### config.mk
export PLATFORM = sky130hd
export DESIGN_NAME = div_8_4
export DESIGN_NICKNAME = d
export VERILOG_FILES = /design/src/rtl/div_8_4.sv
export SDC_FILE = /design/constraint.sdc
export NUM_CORES = 1
export LEC_CHECK = 0
export ABC_AREA = 1
export CAP_MARGIN = 20
export CORE_UTILIZATION = 40
export DETAILED_ROUTE_END_ITERATION = 12
export GPL_TIMING_DRIVEN = 0
export HOLD_SLACK_MARGIN = 0.1
export PLACE_DENSITY = 0.73
export SLEW_MARGIN = 20
export SYNTH_ARGS = -nofsm -noshare
export SYNTH_HDL_FRONTEND = slang
export SYNTH_SLANG_ARGS = --single-unit
export TNS_END_PERCENT = 10
### constraint.sdc
create_clock -name clk -period 4.35 [get_ports clk]
set_clock_uncertainty 0.2 [all_clocks]
set_input_delay 0.87 -clock clk [delete_from_list [all_inputs] [get_ports clk]]
set_output_delay 0.87 -clock clk [all_outputs]
set_load 0.005 [all_outputs]
### src/rtl/div_8_4.sv
// div_8_4: sequential restoring divider.
// Divides an 8-bit dividend by a 4-bit divisor and produces one quotient bit per clock.
// It uses the same init/done handshake as the mult_4 shift-add multiplier, so the two can be
// chained to check a product.
// A divisor of zero is answered at once with all-ones results and the dz flag set.
module div_8_4 #(
    parameter int DW = 8,
    parameter int VW = 4
) (
    input  logic          clk,
    input  logic          rst,
    input  logic          init,
    input  logic [DW-1:0] A,
    input  logic [VW-1:0] B,
    output logic [DW-1:0] q,
    output logic [VW-1:0] r,
    output logic          done,
    output logic          dz
);

    localparam int CW = (DW > 1) ? $clog2(DW) : 1;

    typedef enum logic [1:0] {
        IDLE,
        CALC,
        DONE
    } state_t;

    state_t          state;
    logic            init_q;
    logic [DW-1:0]   qr;
    logic [VW:0]     rem;
    logic [VW-1:0]   dv;
    logic [CW-1:0]   cnt;

    logic            start;
    logic            step_bit;
    logic [VW:0]     step_rem;

    // One restoring step: trial-subtract the divisor from the shifted partial remainder.
    // A negative difference means the subtraction borrowed, so the shifted value is kept and
    // the quotient bit is 0.
    // The partial remainder is always below the divisor, so the shifted value fits in VW+1 bits.
    function automatic logic [VW+1:0] restore_step(input logic [VW:0] sh,
                                                   input logic [VW-1:0] d);
        logic signed [VW+1:0] diff;
        diff = $signed({1'b0, sh}) - $signed({2'b00, d});
        if (diff >= 0)
            restore_step = {1'b1, diff[VW:0]};
        else
            restore_step = {1'b0, sh};
    endfunction

    // Detect the start condition and evaluate the current iteration's trial subtraction.
    always_comb begin
        start = init & ~init_q & (state == IDLE);
        {step_bit, step_rem} = restore_step({rem[VW-1:0], qr[DW-1]}, dv);
    end

    // Delayed copy of init for rising-edge detection; it clears on reset, so an init held
    // high through reset counts as a fresh edge.
    always_ff @(posedge clk or negedge rst) begin
        if (!rst)
            init_q <= 1'b0;
        else
            init_q <= init;
    end

    // Control FSM, iteration datapath and registered results.
    always_ff @(posedge clk or negedge rst) begin
        if (!rst) begin
            state <= IDLE;
            qr    <= '0;
            rem   <= '0;
            dv    <= '0;
            cnt   <= '0;
            q     <= '0;
            r     <= '0;
            done  <= 1'b0;
            dz    <= 1'b0;
        end else begin
            case (state)
                IDLE: begin
                    done <= 1'b0;
                    if (start) begin
                        if (B == '0) begin
                            q     <= '1;
                            r     <= '1;
                            dz    <= 1'b1;
                            done  <= 1'b1;
                            state <= DONE;
                        end else begin
                            qr    <= A;
                            rem   <= '0;
                            dv    <= B;
                            cnt   <= '0;
                            state <= CALC;
                        end
                    end
                end
                CALC: begin
                    qr  <= {qr[DW-2:0], step_bit};
                    rem <= step_rem;
                    cnt <= cnt + 1'b1;
                    if (cnt == CW'(DW - 1)) begin
                        q     <= {qr[DW-2:0], step_bit};
                        r     <= step_rem[VW-1:0];
                        dz    <= 1'b0;
                        done  <= 1'b1;
                        state <= DONE;
                    end
                end
                DONE: begin
                    done  <= 1'b0;
                    state <= IDLE;
                end
                default: begin
                    done  <= 1'b0;
                    state <= IDLE;
                end
            endcase
        end
    end

endmodule

## Yosys cells after proc, flatten, opt, wreduce, memory -nomap -nowiden

Cells that the tools add are included.

| word-level totals | value |
|---|---|
| register bits after elaboration | 36 |
| input bits | 15 |
| output and inout bits | 14 |
| logic and storage cells | 60 |

| cells by class | value |
|---|---|
| add/subtract/negate cells | 2 |
| order comparisons | 1 |
| equality and inequality tests | 6 |
| mux-type cells | 30 |
| bitwise gates (word level) | 4 |
| reductions and logical operators | 7 |

Operators with widths:

| operator | count |
|---|---|
| 8-bit 2-to-1 mux | 5 |
| 8-bit one-hot mux with 2 select lines | 2 |
| 4-bit 2-to-1 mux | 5 |
| 4-bit one-hot mux with 2 select lines | 2 |
| 6-bit by 1-bit >= comparator with 1-bit output (second input constant) | 1 |
| 1-bit 2-to-1 mux | 6 |
| 2-bit 2-to-1 mux | 3 |
| 3-bit 2-to-1 mux | 2 |
| 6-bit 2-to-1 mux | 1 |
| 2-bit != test (second input constant) | 3 |
| 3-bit one-hot mux with 2 select lines | 1 |
| 3-bit AND reduction | 2 |
| 5-bit by 4-bit subtractor with 6-bit output | 1 |
| 4-bit logical NOT | 1 |
| 1-bit one-hot mux with 2 select lines | 2 |
| 2-bit one-hot mux with 2 select lines | 1 |
| 4-bit AND reduction | 1 |
| 3-bit by 1-bit adder with 3-bit output (second input constant) | 1 |
| 3-bit equality test (second input constant) | 1 |
| 1-bit bitwise AND | 2 |
| 2-bit by 1-bit equality test with 1-bit output (second input constant) | 1 |
| 2-bit logical NOT | 1 |
| 2-bit by 1-bit != test with 1-bit output (second input constant) | 1 |
| 1-bit NOT | 2 |
| other kinds (2) | 2 |

## Longest topological paths before layout

| depth | value |
|---|---|
| depth in word-level cells | 5 |
| gate-level depth with buffers | 11 |
| depth with buffers taken out | 11 |

## Least setup slack after synthesis

Ideal clock, no wire load.

| timing path | value |
|---|---|
| kind | input to register |
| start | in init |
| end | reg qr[1] |
| library setup time | 0.123 ns |
| arrival | 1.581 ns |
| required time | 4.027 ns |
| setup slack | 2.446 ns |
| stages on the path | 8 |
| path buffers | 1 |
| cells stage by stage | nand2_1 > a21oi_4 > inv_2 > nor2_2 > inv_2 > buf_6 > nand2_1 > o21ai_2 |

| between the ends | value |
|---|---|
| longest elaborated chain between the ends | 4 |

Ends and longest elaborated chain:

| element | line | source |
|---|---|---|
| from (decl) | 12 | `input logic init,` |
| 1-bit bitwise AND (2 in a row) | 56 | `start = init & ~init_q & (state == IDLE);` |
| 2-bit != test (no source line) | - |  |
| 3-bit AND reduction (no source line) | - |  |
| to (signal assigned) | 102 | `qr <= {qr[DW-2:0], step_bit};` |
| to (decl) | 31 | `logic [DW-1:0] qr;` |

No other way between the ends.
A chain may end at the register's enable or synchronous reset.

## Worst setup path after layout

| timing path | value |
|---|---|
| start | reg dz |
| end | out dz |

RTL lines:

| element | line | source |
|---|---|---|
| from (decl) | 18 | `output logic dz` |
| from (signal assigned) | 80 | `dz <= 1'b0;` |
| from (signal assigned) | 89 | `dz <= 1'b1;` |
| from (signal assigned) | 108 | `dz <= 1'b0;` |

No word-level cell between the ends.

==> out/summary.md <==
• PwrDens: 800 mW/mm^2
• final count of negative-setup-slack endpoints: 0
• internal power contribution: 1.05 mW
• die area: 0.00483 sq mm
• Worst Setup End Kind: output port
• number of port buffers: 28
• vertical die dimension: 69.5 um
• Total Neg Setup Slack: 0 ns
• fill cell instance count of the final layout: 418
• post-route minimum period: 2.24 ns
• worst vdd rail ir drop: 0.320 mV
• Vias/cell: 4.80
• final max-slew violation count: 0
• period utilisation layout: 0.515
• standard cell core area: 0.00435 sq mm
• number of remaining DRC errors: 0
• starting density of the core: 0.419
• number of max-capacitance violations reported: 0
• switching power as a share of total power: 0.424
• Antenna Cells: 0
• multi-input combinational cell area: 764 sq um
• distinct cell type count after synthesis: 25
• vias: 1482
• library cell occupying the most area in the post-synthesis netlist: dfrtp_1
• proportion of power drawn by combinational gates: 0.542
• Max Buffers Root-to-Sink: 2
• CP delay by family, top: buffers and inverters
• x dimension of the die: 69.5 um
• Reg power frac: 0.324
• first-pass GRT wire length: 6330 um
• Syn Inst Count: 220
• gp weighted congestion: 0.841
• RSZ-0062 raised after global routing: false
• mean area per synthesized cell: 8.29 sq um
• Post-CTS Setup Bufs: 0
• Setup Crit Path Kind: reg2out
• Routed Antenna Nets: 0
• PnR Total Power: 1.82 mW
• number of H-tree levels: 2
• dominant cells by area after synthesis: dfrtp_1, nand2_1, inv_1
• delay of the slowest cell on the worst path: 0.51 ns
• final wirelength: 3620 um
• cell row count: 24
• worst-path maximum fanout: 2
• GRT Resource Usage Total: 0.168
• Detail Placement HPWL: 2700 um
• data arrival time at the worst-slack endpoint: 1.17 ns
• switching power of the nets: 0.774 mW
• crit start category: register
• Max transition margin: 0.718
• number of failing hold endpoints at the final stage: 0
• storage element area: 901 sq um
• nets: 278
• result of the run: finished clean
• Routed wire per std cell: 11.7 um
• clock transition at the registers of the reported paths: 0.07 ns
• commonest non-fill, non-tap cell in the layout: nand2_1
• first-pass detailed-route iteration total: 4
• number of warnings reported in the yosys synthesis log: 0
• pin count of the biggest net entering global routing: 22
• area grow syn2layout: 25.1%
• number of gates resized after cts: 0
• Clk Tree Root Cell: clkbuf_8
• WHS: 0.280 ns
• list of cells traversed by the critical path: clkdlybuf4s50_1
• CTS buffer count: 5
• worst skew pair latency: 0.29 ns
• sinks on the clock net: 36
• ports placed on the boundary: 29
• Critical Path Slowest Stage Cell: clkdlybuf4s50_1
• number of buffers inserted for hold repair after clock tree synthesis: 0
• number of global-route vias before repair: 1423
• Post-Syn Area: 0.00182 sq mm
• number of antenna violations at the first check in global routing: 0
• Worst Path Buf+Inv: 1
• flip-flop and latch count after synthesis: 36
• transition time of the tightest slew-check pin: 0.423 ns
• number of DRC violations after detailed-routing iteration 0: 107
• clock share of power: 0.134
• Hold Path Class: reg2reg
• leakage dissipation: 1.18 nW
• share of the synthesized area in the top cell type: 0.494
• Post-Syn Nets: 242
• fraction of layout cells with a size suffix above 1: 0.128
• maximum operating frequency: 447 MHz
• commonest cells after routing, fill and taps aside: nand2_1, dfrtp_1, inv_1, clkdlybuf4s50_1, o21ai_0
• remaining global-route overflow: 0
• CTS tree: done
• proportion of synthesized chip area in sequential cells: 0.494
• required time reported for the critical path endpoint: 3.28 ns
per-layer routing:
layer  global-route usage  vias to the layer above  wire length (um)
met4               0.0726                        0                61
met5                    0                        -                 0
met2                0.266                       23              1690
met3               0.0422                        5               128
met1                0.218                      695              1730
li1                     -                      759                 -
Yosys cell counts:
library cell and count:
inv_1 27, buf_6 3, o21ai_0 10, nor3_1 1, ha_1 7, or2_1 2
xnor2_1 1, nand4_1 6, or2_2 4, nand2_2 1, o21ai_1 2, a21oi_1 3
nand3_2 1, nor2_1 3, or2_0 1, nand3_1 9, nand2_1 86, a21oi_4 1
inv_2 5, o211ai_1 1, nor2_8 1, nor2_2 1, dfrtp_1 36, o21ai_2 7
buf_2 1
power groups by stage:
stage	Clock, mW	Combinational [mW]	Sequential [mW]
after floorplan	0	0.693	0.585
after CTS	0.251	0.997	0.591
after global placement	0	0.960	0.593
after global routing	0.264	1.13	0.612
after detailed placement	0	0.989	0.598
final	0.245	0.989	0.591
flip-flops by register name, indices dropped and copies added (netlist names):
| register | flops |
|---|---|
| state | 2 |
| dv | 4 |
| init_q | 1 |
| done | 1 |
| cnt | 3 |
| dz | 1 |
| qr | 8 |
| r | 4 |
| q | 8 |
| rem | 4 |
area by class of cell:
class | count | area share
Inverter | 32 | 0.0526
Buffer | 4 | 0.0170
Sequential cell | 36 | 0.395
Multi-Input combinational cell | 148 | 0.335
Clock buffer | 8 | 0.0395
Tap cell | 52 | 0.0285
Timing Repair Buffer | 29 | 0.133
metrics by stage:
step,std cells,utilization,instance area (sq um),setup slack [ns]
after detailed placement,301,0.503,2190,1.82
after global routing,309,0.524,2280,2.06
final,309,0.524,2280,2.11
after global placement,300,0.498,2170,1.38
after CTS,309,0.524,2280,2.10
after floorplan,220,-,1820,2.45
worst paths after layout:
| check | startpoint | to | slack, ns | cells past startpoint |
|---|---|---|---|---|
| max | dz | dz | 2.11 | 1 |
| min | q[7] | q[7] | 0.28 | 2 |
| max reg2reg | rem[2] | rem[3] | 2.35 | 7 |
| min reg2reg | q[7] | q[7] | 0.28 | 2 |
| max in group asynchronous | rst | rem[0] | 3.20 | 2 |
| min in group asynchronous | rst | r[1] | 0.31 | 1 |
kinds of logic after synthesis:
group | share of synthesized area
simple gates | 0.278
buf+inv | 0.0871
fa+ha+maj | 0.0480
flops | 0.494
compound gates | 0.0878
xor+xnor | 0.00480
No activity file was read; power rests on OpenSTA's default activity.
